--- src/rtl/noc_pkg.sv ---
// rtl/noc_pkg.sv - shared flit field positions and counter helpers for the NoC endpoint
package noc_pkg;

  localparam int CountWidth = 16;

  function automatic int addr_msb(input int data_width, input int addr_width);
    return data_width + addr_width - 1;
  endfunction

  function automatic int addr_lsb(input int data_width);
    return data_width;
  endfunction

  // Saturating increment: holds at all-ones instead of wrapping.
  function automatic logic [CountWidth-1:0] sat_inc(input logic [CountWidth-1:0] value);
    return (value == '1) ? value : value + 1'b1;
  endfunction

endpackage

--- src/rtl/pe_ep_fifo.sv ---
// rtl/pe_ep_fifo.sv - first-word-fall-through FIFO; full blocks push even when a pop coincides
module pe_ep_fifo #(
  parameter int Width = 8,
  parameter int Depth = 4
) (
  input  logic             clk,
  input  logic             rst_n,
  input  logic             push,
  input  logic [Width-1:0] din,
  output logic             full,
  input  logic             pop,
  output logic [Width-1:0] dout,
  output logic             empty
);
  localparam int PtrWidth = $clog2(Depth);

  logic [Width-1:0]    mem [Depth];
  logic [PtrWidth-1:0] wptr;
  logic [PtrWidth-1:0] rptr;
  logic [PtrWidth:0]   count;
  logic                push_en;
  logic                pop_en;

  assign full    = (count == (PtrWidth+1)'(Depth));
  assign empty   = (count == '0);
  assign push_en = push & ~full;
  assign pop_en  = pop & ~empty;
  // Empty head reads as zero so data outputs are clean after reset.
  assign dout    = empty ? '0 : mem[rptr];

  always_ff @(posedge clk or negedge rst_n) begin
    if (!rst_n) begin
      wptr  <= '0;
      rptr  <= '0;
      count <= '0;
    end else begin
      if (push_en) wptr <= wptr + 1'b1;
      if (pop_en)  rptr <= rptr + 1'b1;
      case ({push_en, pop_en})
        2'b10:   count <= count + 1'b1;
        2'b01:   count <= count - 1'b1;
        default: count <= count;
      endcase
    end
  end

  always_ff @(posedge clk) begin
    if (push_en) mem[wptr] <= din;
  end

endmodule

--- src/rtl/pe_noc_endpoint.sv ---
// rtl/pe_noc_endpoint.sv - PE-side NoC endpoint: flit packing, address check, counters
module pe_noc_endpoint
  import noc_pkg::*;
#(
  parameter int DataWidth = 32,
  parameter int AddrWidth = 4,
  parameter int MyAddr    = 0,
  parameter int FifoDepth = 4
) (
  input  logic                           i_sclk,
  input  logic                           i_reset,
  input  logic [DataWidth-1:0]           i_tx_data,
  input  logic [AddrWidth-1:0]           i_tx_dest,
  input  logic                           i_tx_valid,
  output logic                           o_tx_ready,
  output logic [DataWidth+AddrWidth-1:0] o_noc_data,
  output logic                           o_noc_data_valid,
  input  logic                           i_noc_data_ready,
  input  logic [DataWidth+AddrWidth-1:0] i_noc_data,
  input  logic                           i_noc_data_valid,
  output logic                           o_noc_data_ready,
  output logic [DataWidth-1:0]           o_rx_data,
  output logic                           o_rx_valid,
  input  logic                           i_rx_ready,
  output logic [CountWidth-1:0]          o_tx_count,
  output logic [CountWidth-1:0]          o_rx_count,
  output logic                           o_addr_err
);
  localparam int FlitWidth = DataWidth + AddrWidth;
  localparam int AddrMsb   = addr_msb(DataWidth, AddrWidth);
  localparam int AddrLsb   = addr_lsb(DataWidth);

  logic alive;
  logic tx_full, tx_empty, tx_push, tx_pop;
  logic rx_full, rx_empty, rx_xfer, rx_push, rx_pop, addr_ok;

  // Readies stay low during reset and rise on the first edge after release.
  assign o_tx_ready       = alive & ~tx_full;
  assign o_noc_data_ready = alive & ~rx_full;
  assign o_noc_data_valid = ~tx_empty;
  assign o_rx_valid       = ~rx_empty;

  assign tx_push = i_tx_valid & o_tx_ready;
  assign tx_pop  = o_noc_data_valid & i_noc_data_ready;
  assign rx_xfer = i_noc_data_valid & o_noc_data_ready;
  assign addr_ok = (i_noc_data[AddrMsb:AddrLsb] == AddrWidth'(MyAddr));
  assign rx_push = rx_xfer & addr_ok;
  assign rx_pop  = o_rx_valid & i_rx_ready;

  pe_ep_fifo #(.Width(FlitWidth), .Depth(FifoDepth)) u_tx_fifo (
    .clk   (i_sclk),
    .rst_n (i_reset),
    .push  (tx_push),
    .din   ({i_tx_dest, i_tx_data}),
    .full  (tx_full),
    .pop   (tx_pop),
    .dout  (o_noc_data),
    .empty (tx_empty)
  );

  pe_ep_fifo #(.Width(DataWidth), .Depth(FifoDepth)) u_rx_fifo (
    .clk   (i_sclk),
    .rst_n (i_reset),
    .push  (rx_push),
    .din   (i_noc_data[DataWidth-1:0]),
    .full  (rx_full),
    .pop   (rx_pop),
    .dout  (o_rx_data),
    .empty (rx_empty)
  );

  always_ff @(posedge i_sclk or negedge i_reset) begin
    if (!i_reset) begin
      alive      <= 1'b0;
      o_tx_count <= '0;
      o_rx_count <= '0;
      o_addr_err <= 1'b0;
    end else begin
      alive <= 1'b1;
      if (tx_pop)             o_tx_count <= sat_inc(o_tx_count);
      if (rx_push)            o_rx_count <= sat_inc(o_rx_count);
      if (rx_xfer && !addr_ok) o_addr_err <= 1'b1;
    end
  end

endmodule

--- config.mk ---
export PLATFORM = sky130hd
export DESIGN_NAME = pe_noc_endpoint
export DESIGN_NICKNAME = d
export VERILOG_FILES = /design/src/rtl/noc_pkg.sv /design/src/rtl/pe_ep_fifo.sv /design/src/rtl/pe_noc_endpoint.sv
export SDC_FILE = /design/constraint.sdc
export NUM_CORES = 1
export LEC_CHECK = 0
export BUFFER_PORTS_ARGS = -buffer_cell sky130_fd_sc_hd__buf_4
export CAP_MARGIN = 40
export CORE_MARGIN = 3
export CORE_UTILIZATION = 54
export CTS_BUF_LIST = sky130_fd_sc_hd__clkbuf_2 sky130_fd_sc_hd__clkbuf_4 sky130_fd_sc_hd__clkbuf_8
export CTS_CLUSTER_DIAMETER = 50
export CTS_CLUSTER_SIZE = 12
export DETAILED_ROUTE_END_ITERATION = 6
export PLACE_DENSITY = 0.79
export SLEW_MARGIN = 0
export SYNTH_ARGS = -nofsm -noshare
export SYNTH_HDL_FRONTEND = slang
export SYNTH_HIERARCHICAL = 1
export SYNTH_SLANG_ARGS = --single-unit
--- constraint.sdc ---
create_clock -name i_sclk -period 2.55 [get_ports i_sclk]
set_input_delay 0.3825 -clock i_sclk [delete_from_list [all_inputs] [get_ports i_sclk]]
set_output_delay 0.3825 -clock i_sclk [all_outputs]
set_load 0.02 [all_outputs]
# Word-level counts from Yosys, hierarchy flattened
# Memory sizes are Yosys's and may differ from the RTL's.
# Index checks and enable logic that the tools add are counted.
dict set report word_totals {
  out_inout_bits 105
  register_bits 48
  in_bits 78
  mem_bits_rw 272
  n_memories 2
}
dict set report classes {
  reduce_logical 9
  n_eq_ne 8
  n_mux 8
  n_bitwise 17
  add_sub_neg 10
}
# memory depth word_bits read_ports rd_ports_with_merged_regs wr line
set memory_table {}
lappend memory_table {u_tx_fifo.mem 4 36 1 0 1 pe_ep_fifo.sv:17} ;# logic [Width-1:0] mem [Depth];
lappend memory_table {u_rx_fifo.mem 4 32 1 0 1 pe_ep_fifo.sv:17}
# cell n
set ops {}
lappend ops {{$mux 36} 1}
lappend ops {{$add 16x1->16 const B} 2}
lappend ops {{$eq 16x16->1 const B} 2}
lappend ops {{$mux 32} 1}
lappend ops {{$pmux 3 s2} 2}
lappend ops {{$and 1x1->1} 11}
lappend ops {{$add 2x1->2 const B} 4}
lappend ops {{$add 3x1->3 const B} 2}
lappend ops {{$eq 3x3->1 const B} 2}
lappend ops {{$logic_not 3->1} 2}
lappend ops {{$not 1->1} 6}
lappend ops {{$sub 3x1->3 const B} 2}
lappend ops {{$eq 2x1->1 const B} 2}
lappend ops {{$eq 2x2->1 const B} 2}
lappend ops {{$logic_not 4->1} 1}
lappend ops {{$mux 1} 4}
lappend ops {{$reduce_and 2->1} 2}
lappend ops {{$reduce_bool 2->1} 2}
lappend ops {{$logic_and 1x1->1} 1}
lappend ops {{$logic_not 1->1} 1}

# Longest topological paths before layout
# Gate-level depths: netlist of run 1.
dict set report depth {
  ltp_word 8
  mapped_depth 12
}

# Cells and area by module
# Netlist of run 1, hierarchy kept.
# mod n_inst area_per_inst_um2 cells_per_inst
set by_module_without_submodules {}
lappend by_module_without_submodules {{pe_ep_fifo at u_tx_fifo} 1 5851.9 266}
lappend by_module_without_submodules {{pe_ep_fifo at u_rx_fifo} 1 5291.3 241}
lappend by_module_without_submodules {pe_noc_endpoint 1 1730.4 166}

# Worst setup path before layout of run 1
# Ideal clock, no wire load.
dict set report synth_timing {
  path_kind {input-to-reg}
  startpoint {input port i_noc_data[33]}
  endpoint {memory u_rx_fifo/mem[2][0] in the netlist's numbering (enable)}
  path_slack_ns -0.209
  stages 5
  arrival_ns 2.367
  n_path_buf 0
  setup_ns 0.392
  cell_sequence {or4_4 > nand2b_1 > inv_1 > nor2b_1 > and2_1}
}
dict set report synth_between {
  elab_chain_len 5
}
# item line
set synth_lines {}
lappend synth_lines {{start: declaration} pe_noc_endpoint.sv:19} ;# input logic [DataWidth+AddrWidth-1:0] i_noc_data,
lappend synth_lines {{$logic_not 4->1} pe_noc_endpoint.sv:46} ;# assign addr_ok = (i_noc_data[AddrMsb:AddrLsb] == AddrWidth'(MyAddr));
lappend synth_lines {{$and 1x1->1} pe_noc_endpoint.sv:47} ;# assign rx_push = rx_xfer & addr_ok;
lappend synth_lines {{net rx_push} pe_noc_endpoint.sv:35} ;# logic rx_full, rx_empty, rx_xfer, rx_push, rx_pop, addr_ok;
lappend synth_lines {{$and 1x1->1} pe_ep_fifo.sv:26} ;# assign push_en = push & ~full;
lappend synth_lines {{$mux 1} pe_ep_fifo.sv:48} ;# if (push_en) mem[wptr] <= din;
lappend synth_lines {{$mux 1 (implied by the code)} pe_ep_fifo.sv:48}
lappend synth_lines {{end: declaration} pe_ep_fifo.sv:17}
# The timed path passes the listed nets, and every way through them passes these cells.

# Final worst setup path of run 1
dict set report layout_timing {
  startpoint {register u_tx_fifo.rptr[0]}
  endpoint {output port o_noc_data[2]}
}
dict set report layout_between {
  elab_chain_len 2
}
# item line
set layout_lines {}
lappend layout_lines {{start: declaration} pe_ep_fifo.sv:19} ;# logic [PtrWidth-1:0] rptr;
lappend layout_lines {{start signal: assignment} pe_ep_fifo.sv:38} ;# if (pop_en) rptr <= rptr + 1'b1;
lappend layout_lines {{$mem_v2 4x36} n/a}
lappend layout_lines {{$mux 36} pe_ep_fifo.sv:29} ;# assign dout = empty ? '0 : mem[rptr];
lappend layout_lines {{end: declaration} pe_noc_endpoint.sv:16} ;# output logic [DataWidth+AddrWidth-1:0] o_noc_data,
# No other way between the ends.

==> results.cfg, run 1 <==
[floorplan]
die_y_microns = 160.4
num_io_pins = 183
row_count = 55
start_util_pct = 55.84
coreArea_sq_um = 23050
die_w_microns = 160.4
die-area_sq_um = 25730

[global_routing]
grt_pass1_vias = 7050
grt_first_pass_wirelength_mm = 38.30
busiest_layer = met2
grt_util_met3_pct = 3.998
antenna_found_initial = 0
grt_overflow = 0
met2_usage_pct = 31.33
grt_use_met1_pct = 25.20
grtUsageTotal_pct = 18.82
grt_max_degree = 49

[synth]
async_flop_share_pct = 15.00
synth_top_cell_by_area = edfxtp_1
yosys.area_share.adder_pct = 1.477
synth-compound-area-share_pct = 0.7095
synth_edf_count = 272
synth_top_family_by_area = multiplexers
synthSimpleGateAreaFrac_pct = 8.028
synth_xor_xnor_area_share_pct = 2.177
synthCells = 673
ys_top_cells_by_area = edfxtp_1 63%, mux4_2 12%, dfrtp_1 9.3%
synthMuxAreaShare_pct = 12.89
yosysSeqAreaShare_pct = 72.78
yosysWarnings = 6
yosysUniqueCellTypes = 47
synth_top_area_share_pct = 63.45
synth_area_sq_um = 12870
synth_flop_cell = edfxtp_1
synth_seq_cells = 320
postSynthAreaPerCell_sq_um = 19.13
synth.net_count = 765

[worst_setup_path]
cp-end-kind = output port
criticalPathCategory = flip-flop to output port
r2r-start = u_rx_fifo/count[1]
crit_arrival_ns = 2.08
worstSetupStartpointType = flip-flop
critPathMaxFanout = 15
rr_endpoint = u_rx_fifo/count[2]
ff2ff_path_depth = 12
reg2reg_slack_ns = 0.16
critPathRequiredTime_ns = 2.17

[placed_design]
numPortBuffers = 182
gp_congestion = 0.8477
hpwl_mm = 15.77
place_ws_ns = 0.05918

[pwr]
p_int_mw = 11.07
power_density_nw_per_um2 = 1036
pwr-share-comb_pct = 39.5
power.switching_mw = 5.150
pwr-share-seq_pct = 39.8
p_clk_share_pct = 20.7
p_leak_nw = 5.811
ir_drop_uv = 682.4
power_mw = 16.22
switching_share_pct = 31.74

[drt]
wire_per_inst_microns = 19.88
via_count = 6768
antenna_left = 0
drt_wl_total_mm = 24.44
drcViolationCount = 0
dr.first_iter.drc_count = 344
viasPerCell = 5.507
drtPass1Iterations = 5

[final_layout]
final_layout_size_suffix_gt1_share_pct = 40.39
area_growth_pct = 21.61
nFillCells = 1499
regArea_sq_um = 9371
n_antenna_cell = 0
utilization_pct = 67.91
multiInputGateArea_sq_um = 3319
final_nets = 987

[clock_tree]
cts_buffers = 34
ctsRootBufferMaster = clkbuf_8
htree_levels = 2
insertion_delay_ns = 0.52
cts_tree = yes
cts_num_sinks = 320
clk_pin_slew_worst_paths_ns = 0.08
max-clock-path-buffers = 3

[sta]
setup_viol = 0
finalClockSkew_ns = 0.02004
layout_setup_ws_ns = 0.08498
max_freq_mhz = 405.7
slew_headroom_pct = 59.11
final.min_clock_period_ns = 2.465
rsz0062_at_grt = yes
final.period_utilization_pct = 96.67
finalHoldViolations = 0
drv_slew = 0
tightestPinTransition_ns = 0.6134

[hold_path]
hp-start = i_tx_data[27]
whs_path_depth = 1
hp-class = primary input to flip-flop
min_to = u_tx_fifo/mem[1][27]

[status]
outcome = complete, no violations

[flow_run]
drv_cap = 0
## critical path, stage by stage (launching register included)
cell       delay, ns
dfrtp_2         0.48
clkbuf_16       0.25
mux4_2          0.53
and2_4          0.18
buf_6           0.12
## stage by stage
stage / hold slack (ns) / TNS, ns / cell area [sq um] / instances
5_1_grt: 0.02107 / -0.1093 / 15660 / 1229
2_1_floorplan: 0.08691 / 0 / 12880 / 673
6_report: 0.05290 / 0 / 15660 / 1229
4_1_cts: 0.02217 / 0 / 15500 / 1227
3_5_place_dp: 0.4433 / 0 / 14800 / 1168
3_3_place_gp: 0.4368 / 0 / 14800 / 1168
## cells in the mapped netlist (4+ instances only)
cell	count
o21ai_0	5
clkbuf_1	8
ha_1	12
nand3_1	10
xnor2_1	12
a21oi_1	5
and2b_1	4
buf_2	9
and2_1	46
nand2_1	12
nor2_1	12
nor2b_1	35
nand4_1	14
nor3_1	9
dfrtp_1	48
buf_6	5
mux2_2	6
mux4_2	66
xor2_1	20
edfxtp_1	272
inv_1	20
## cells in the final DEF (no fill, tap or decap), drive strengths merged, types with 3 or more instances in the layout
master | synthesis | final
xor2 | 20 | 20
mux2i | 3 | 3
nand3 | 10 | 10
a21oi | 5 | 5
nor2b | 35 | 35
nand4 | 14 | 14
mux4 | 68 | 68
nor3 | 11 | 11
ha | 12 | 12
o21ai | 5 | 5
nor2 | 12 | 12
inv | 20 | 22
or4 | 5 | 5
nand2 | 12 | 12
clkbuf | 8 | 52
nor4 | 4 | 4
buf | 16 | 207
and2b | 4 | 4
and2 | 46 | 46
dfrtp | 48 | 48
mux2 | 8 | 8
xnor2 | 12 | 12
edfxtp | 272 | 272
nor3b | 3 | 3
## power by group through the flow
stage | combinational (mW) | clock [mW] | sequential (mW)
after floorplan | 3.87 | 0 | 6.55
after global placement | 5.97 | 0 | 6.54
after detailed placement | 6.07 | 0 | 6.57
after CTS | 6.12 | 3.44 | 6.43
after global routing | 6.87 | 3.68 | 6.51
final | 6.41 | 3.35 | 6.45
## state kept, by name (all words and copies together) (netlist names)
register and count:
u_rx_fifo/count 3, u_tx_fifo/rptr 2, u_tx_fifo/count 3, u_tx_fifo/mem 144
u_rx_fifo/mem 128, o_rx_count 16, u_rx_fifo/wptr 2, o_tx_count 16
u_tx_fifo/wptr 2, o_addr_err 1, alive 1, u_rx_fifo/rptr 2
## layer usage
layer	routed length, microns	up-vias
met1	9781	3411
met3	1765	45
met4	516	0
met5	0	-
met2	12370	254
li1	-	3058
## worst max path at each step
stage                                  start                  to  slack, ns  cells past startpoint
after detailed placement      i_noc_data[33]  u_rx_fifo/count[2]       0.06                     12
final                      u_tx_fifo/rptr[0]       o_noc_data[2]       0.08                      4
after global placement        i_noc_data[33]  u_rx_fifo/count[2]       0.11                     12
after CTS                  u_tx_fifo/rptr[0]      o_noc_data[35]       0.02                      4
after floorplan               i_noc_data[33]  u_rx_fifo/count[2]       0.09                     11
after global routing      u_rx_fifo/count[1]  u_rx_fifo/count[2]      -0.04                     12
## area by class of cell
type	instances	share of cell area, %
clock buffers	50	3.796
clock inverters	7	0.5834
inverters	20	0.4795
multi-input cells	309	21.20
flip-flops and latches	320	59.86
well taps	313	2.502
repair buffers	210	11.57
## kinds of logic (layout without fill, tap and decap cells)
logic type,Yosys count,after routing
muxes,79,79
adders and majority gates,14,14
DFF,320,320
buffers and inverters,44,287
and+or+nand+nor,168,168
xor gates and xnor gates,32,32
AOI/OAI and AO/OA,15,15
other,1,1
## what timing repair did
| action | CTS | global route |
|---|---|---|
| endpoints found under the hold margin | 48 | 0 |
| hold buffers | 1 | 0 |
| endpoints found under the setup margin | 14 | 21 |
| gates resized for setup | 0 | 32 |
| setup buffers | 1 | 0 |
| cloned | 0 | 2 |
Note: power is estimated with default switching activity, not from simulation.
==> run 2, diff against run 1 <==
- CORE_UTILIZATION: 54 -> 53
- PLACE_DENSITY: 0.79 -> 0.78
- SYNTH_HIERARCHICAL: 1 -> not set
==> run 2 against run 1 <==
Against the previous run:
- cell area up 3.8%
- combinational power up 0.9%
- count of clock-buffer cells in the layout up 5
- global-route usage up 0.35 points
- sequential power about the same
- synthesized cell count down 1.3%
- final cell count up 5.4%
- clock skew down 0.0053 ns
- critical endpoint is now o_noc_data[4]
==> results.cfg, run 2 <==
[drt]
dr.first_iter.drc_count = 399
wire_per_inst_microns = 19.54
antenna_left = 0
drcViolationCount = 0
viasPerCell = 5.348
drt_wl_total_mm = 25.31
drtPass1Iterations = 4
via_count = 6926

[worst_setup_path]
cp-end-kind = output port
crit_arrival_ns = 2.10
critPathRequiredTime_ns = 2.17
critPathMaxFanout = 7
reg2reg_slack_ns = 0.44
criticalPathCategory = flip-flop to output port
worstSetupStartpointType = flip-flop

[synth]
synth.net_count = 756
yosys.area_share.adder_pct = 1.496
synth-compound-area-share_pct = 0.6889
postSynthAreaPerCell_sq_um = 19.15
synth.most_common_cell = edfxtp_1
synth_seq_cells = 320
synthMuxAreaShare_pct = 12.48
synth_area_sq_um = 12710
yosys-top-cells-count = 272 x edfxtp_1, 68 x mux4_2, 48 x dfrtp_1
synth_xor_xnor_area_share_pct = 2.618
synth_top_family_by_area = multiplexers
yosysUniqueCellTypes = 43
synth_top_cell_by_area = edfxtp_1
ys_top_cells_by_area = edfxtp_1 64%, mux4_2 12%, dfrtp_1 9.4%
synth_edf_count = 272
async_flop_share_pct = 15.00
synth_flop_cell = edfxtp_1
synthSimpleGateAreaFrac_pct = 7.539
synth_top_area_share_pct = 64.25
synthCells = 664
yosysSeqAreaShare_pct = 73.69
yosysWarnings = 0

[floorplan]
die-area_sq_um = 25880
coreArea_sq_um = 23540
die_w_microns = 160.9
start_util_pct = 54.00
row_count = 56
die_y_microns = 160.9
num_io_pins = 183

[sta]
final.period_utilization_pct = 97.41
setup_viol = 0
slew_headroom_pct = 48.06
layout_setup_ws_ns = 0.06604
drv_slew = 0
tightestPinTransition_ns = 0.7694
finalHoldViolations = 0
final.min_clock_period_ns = 2.484
hold_slack_ns = 0.05669
max_freq_mhz = 402.6
finalClockSkew_ns = 0.01471

[clock_tree]
max-clock-path-buffers = 3
insertion_delay_ns = 0.57
clk_pin_slew_worst_paths_ns = 0.08
htree_levels = 1
cts_tree = yes
ctsRootBufferMaster = clkbuf_8
cts_num_sinks = 320
cts_buffers = 31

[final_layout]
final_common_cell = edfxtp_1
nFillCells = 1566
utilization_pct = 69.01
mostFrequentLayoutCells = 272 x edfxtp_1, 183 x buf_4, 69 x dlygate4sd3_1, 68 x mux4_2, 45 x dfrtp_1
area_growth_pct = 27.78
largest-register = u_tx_fifo.mem
regArea_sq_um = 9373
largest_reg_flops = 144
largestRegisters = u_tx_fifo.mem (144), u_rx_fifo.mem (128)
final_nets = 1042
final_layout_size_suffix_gt1_share_pct = 37.78
multiInputGateArea_sq_um = 3217

[pwr]
p_leak_nw = 6.022
power_density_nw_per_um2 = 995.5
ir_drop_uv = 823.1

[global_routing]
grt_first_pass_wirelength_mm = 39.51
grt_max_degree = 49
grtUsageTotal_pct = 19.17
antenna_found_initial = 2
grt_overflow = 0
grt_pass1_vias = 7375

[hold_path]
hp-class = primary input to flip-flop

[placed_design]
place_ws_ns = 0.2364
numPortBuffers = 182
hpwl_mm = 14.80
gp_congestion = 0.7784

[status]
outcome = complete, no violations

[flow_run]
drv_cap = 0
## run 2: where the power goes
part           switching, mW  internal, mW
Combinational           3.24          3.23
Clock                   1.62          1.62
Sequential             0.317          6.15
## run 2: final cells by class
class / count / area share, %
sequential: 320 / 57.69
multi-input combinational: 299 / 19.80
timing repair buffer: 278 / 15.52
clock buffer: 55 / 3.812
tap: 319 / 2.457
inverter: 20 / 0.4621
clock inverter: 2 / 0.2234
antenna: 2 / 0.03081
## run 2: metal layers
layer  vias to the layer above  global-route usage [%]  wire (microns)
li1                       3169                       -               -
met1                      3522                   26.55           10530
met2                       190                   32.14           12950
met3                        45                   3.018            1271
met4                         0                   5.514             553
met5                         -                       0               0
## run 2: cell families (layout without fill, tap and decap cells)
family | Yosys count | count (layout)
and+or+nand+nor | 161 | 161
adders and majority gates | 14 | 14
other | 1 | 3
AOI/OAI and AO/OA | 12 | 12
xor gates and xnor gates | 38 | 38
muxes | 73 | 73
DFF | 320 | 320
buffers and inverters | 45 | 355
## run 2: stage by stage
| stage | total power, mW | setup TNS [ns] | instance area, sq um | std cells |
|---|---|---|---|---|
| global placement | 12.52 | 0 | 14700 | 1161 |
| global route | 16.96 | -0.03143 | 16250 | 1295 |
| CTS | 15.94 | 0 | 16040 | 1287 |
| detailed placement | 12.61 | 0 | 14700 | 1161 |
| finish | 16.17 | 0 | 16250 | 1295 |
| floorplan | 10.23 | -15.94 | 12720 | 664 |
## run 2: timing repair
| action | in CTS | in global routing |
|---|---|---|
| buffers inserted | 1 | 1 |
| pin swaps | 0 | 0 |
| hold endpoints to repair | 316 | 1 |
| cloned | 0 | 4 |
| gates resized for setup | 1 | 22 |
| hold buffers | 68 | 1 |
| setup endpoints to repair | 41 | 27 |
## run 2: worst max-delay path, cell delays in order, from the launching register on
cell	delay, ns
dfrtp_2	0.38
buf_12	0.14
clkbuf_16	0.18
mux4_2	0.50
nor2b_2	0.18
buf_6	0.16
## run 2: worst paths after layout
path	from	to	cells past startpoint
max	u_tx_fifo.rptr[0]	o_noc_data[4]	5
min	i_noc_data_valid	o_addr_err	2
max reg2reg	u_tx_fifo.count[0]	u_tx_fifo.count[2]	10
min reg2reg	o_addr_err	o_addr_err	1
max in group asynchronous	i_reset	u_rx_fifo.rptr[0]	2
min in group asynchronous	i_reset	u_tx_fifo.wptr[1]	2
==> run 3, diff against run 2 <==
- SETUP_SLACK_MARGIN: not set -> 0.15
==> run 3 against run 2 <==
Against the previous run:
- routed wire length shrank 1.6%
- largest cell class unchanged
- combinational power rose by 11%
- die area did not move
- highest routed layer unchanged
- count of clock-buffer cells in the layout fell by 8
- register-to-register slack got worse by 0.08 ns
- non-clock buffer count decreased by 57
- critical path type unchanged
- sequential cell count unchanged
- cell area fell by 2.0%
==> results.cfg, run 3 (same netlist as run 2, synthesis figures left out) <==
[status]
outcome = complete, no violations

[pwr]
power.switching_mw = 5.282
power_mw = 16.88
pwr-share-comb_pct = 42.6
p_clk_share_pct = 19.0
p_leak_nw = 5.910
switching_share_pct = 31.30
power_density_nw_per_um2 = 1061
pwr-share-seq_pct = 38.4
ir_drop_uv = 583.4
p_int_mw = 11.60

[global_routing]
grtUsageTotal_pct = 18.97
grt_overflow = 0
antenna_found_initial = 0
grt_max_degree = 49
grt_first_pass_wirelength_mm = 38.67
grt_pass1_vias = 7194

[final_layout]
largest_reg_flops = 144
largestRegisters = u_tx_fifo.mem (144), u_rx_fifo.mem (128)
area_growth_pct = 25.17
multiInputGateArea_sq_um = 3312
final_layout_size_suffix_gt1_share_pct = 44.14
finalInstanceArea_sq_um = 15910
nFillCells = 1531
regArea_sq_um = 9373
final_common_cell = edfxtp_1
final_nets = 988
n_antenna_cell = 0
largest-register = u_tx_fifo.mem
mostFrequentLayoutCells = 272 x edfxtp_1, 154 x buf_4, 68 x mux4_2, 46 x buf_6, 45 x dfrtp_1
final_cells = 1232

[worst_setup_path]
startpoint = u_rx_fifo.rptr[0]
cp_common_cell = buf_6
cp-endpoint = o_rx_data[14]
crit_family = multiplexers
r2r-start = u_tx_fifo.count[1]
rr_endpoint = u_tx_fifo.count[2]
critPathMaxStageDelay_ns = 0.54
cp_slowest_cell = mux4_2
cp-end-kind = output port
reg2reg_slack_ns = 0.36
critPathMaxFanout = 7
path_cells = buf_6 > buf_12 > mux4_2 > and2_4 > buf_6
crit_arrival_ns = 2.11
criticalPathCategory = flip-flop to output port
cp_num_buf_inv = 3
cp_num_cells = 5
ff2ff_path_depth = 10
worstSetupStartpointType = flip-flop
critPathRequiredTime_ns = 2.17

[clock_tree]
insertion_delay_ns = 0.51
ctsRootBufferMaster = clkbuf_8
cts_num_sinks = 320
max-clock-path-buffers = 3
cts_tree = yes
clk_pin_slew_worst_paths_ns = 0.08
cts_buffers = 34
htree_levels = 2

[floorplan]
die-area_sq_um = 25880
die_w_microns = 160.9
die_y_microns = 160.9
row_count = 56
num_io_pins = 183
start_util_pct = 54.00
coreArea_sq_um = 23540

[sta]
final.min_clock_period_ns = 2.488
slew_headroom_pct = 49.61
finalHoldViolations = 0
final.period_utilization_pct = 97.58
drv_slew = 0
finalClockSkew_ns = 0.01959
setup_viol = 0
rsz0062_at_grt = yes
max_freq_mhz = 401.9
tightestPinTransition_ns = 0.7464

[drt]
via_count = 6760
antenna_left = 0
met3_length_mm = 1.421
drcViolationCount = 0
met1Wirelength_mm = 10.02
drtPass1Iterations = 4
wl_met2_mm = 13.01
drt_wl_total_mm = 24.89
wire_per_inst_microns = 20.21
dr.first_iter.drc_count = 378
topRoutingLayerUsed = met4
viasPerCell = 5.487

[flow_run]
drv_cap = 0

[placed_design]
gp_congestion = 0.8022
dpl_cell_area_sq_um = 14690
hpwl_mm = 15.06
numPortBuffers = 182
placed_cells = 1161

[hold_path]
hp-start = i_tx_data[22]
hp-class = primary input to flip-flop
-- run 3: cell types whose count changed in the layout (fill, tap and decap cells not counted), moves of 2 or more --
cell           previous run  this run
clkbuf_4                 22         9
dlygate4sd3_1            69         1
buf_16                    0         2
clkinv_1                  0         2
nor2b_2                   5         0
clkinvlp_4                0         3
clkbuf_8                 33        38
nor2b_4                   3         7
and2_4                    1        32
buf_8                     0         2
and2_1                   33         2
buf_6                     9        46
diode_2                   2         0
buf_4                   183       154
-- run 3: per-layer routing --
metal  global-route usage, %  vias to the layer above
met1                   24.58                     3480
met4                   4.889                        0
met5                       0                        -
met3                   4.075                       34
li1                        -                     3045
met2                   33.06                      201
-- run 3: repair_timing --
item / CTS / global route
hold buffers: 1 / 0
setup endpoints to repair: 56 / 68
setup buffers: 8 / 3
gates resized for setup: 8 / 90
endpoints found under the hold margin: 48 / 0
cloned: 2 / 4
-- run 3: worst min path at each step --
stage                                 endpoint  slack, ns  cells after the start
after floorplan                          alive       0.09                      0
after global placement           o_tx_count[9]       0.44                      1
after detailed placement        o_tx_count[13]       0.44                      1
after CTS                 u_tx_fifo.mem[3][34]       0.03                      1
after global routing      u_tx_fifo.mem[3][28]       0.03                      1
final                     u_tx_fifo.mem[3][22]       0.07                      1
-- run 3: area by class of cell --
| type | count | area share [%] |
|---|---|---|
| Clock inverter | 6 | 0.3774 |
| Clock buffer | 47 | 3.711 |
| Inverter | 20 | 0.4717 |
| Tap cell | 319 | 2.508 |
| Sequential cell | 320 | 58.90 |
| Timing Repair Buffer | 221 | 13.22 |
| Multi-Input combinational cell | 299 | 20.81 |
-- run 3: metrics by stage --
stage          setup WS [ns]  setup TNS, ns  utilization [%]  hold WS, ns
2_1_floorplan        -0.1245         -15.94                -      0.08691
3_3_place_gp          0.2474              0            62.38       0.4411
3_5_place_dp          0.1773              0            62.38       0.4416
4_1_cts              0.05519              0            65.84      0.03318
5_1_grt            -0.001171      -0.002179            67.60      0.03379
6_report             0.06163              0            67.60      0.06735
-- run 3: power groups by stage --
| stage | combinational (mW) | sequential, mW | clock [mW] |
|---|---|---|---|
| floorplan | 3.69 | 6.54 | 0 |
| global placement | 5.86 | 6.61 | 0 |
| detailed placement | 5.94 | 6.63 | 0 |
| CTS | 6.33 | 6.46 | 3.31 |
| global route | 7.63 | 6.53 | 3.52 |
| finish | 7.19 | 6.48 | 3.21 |
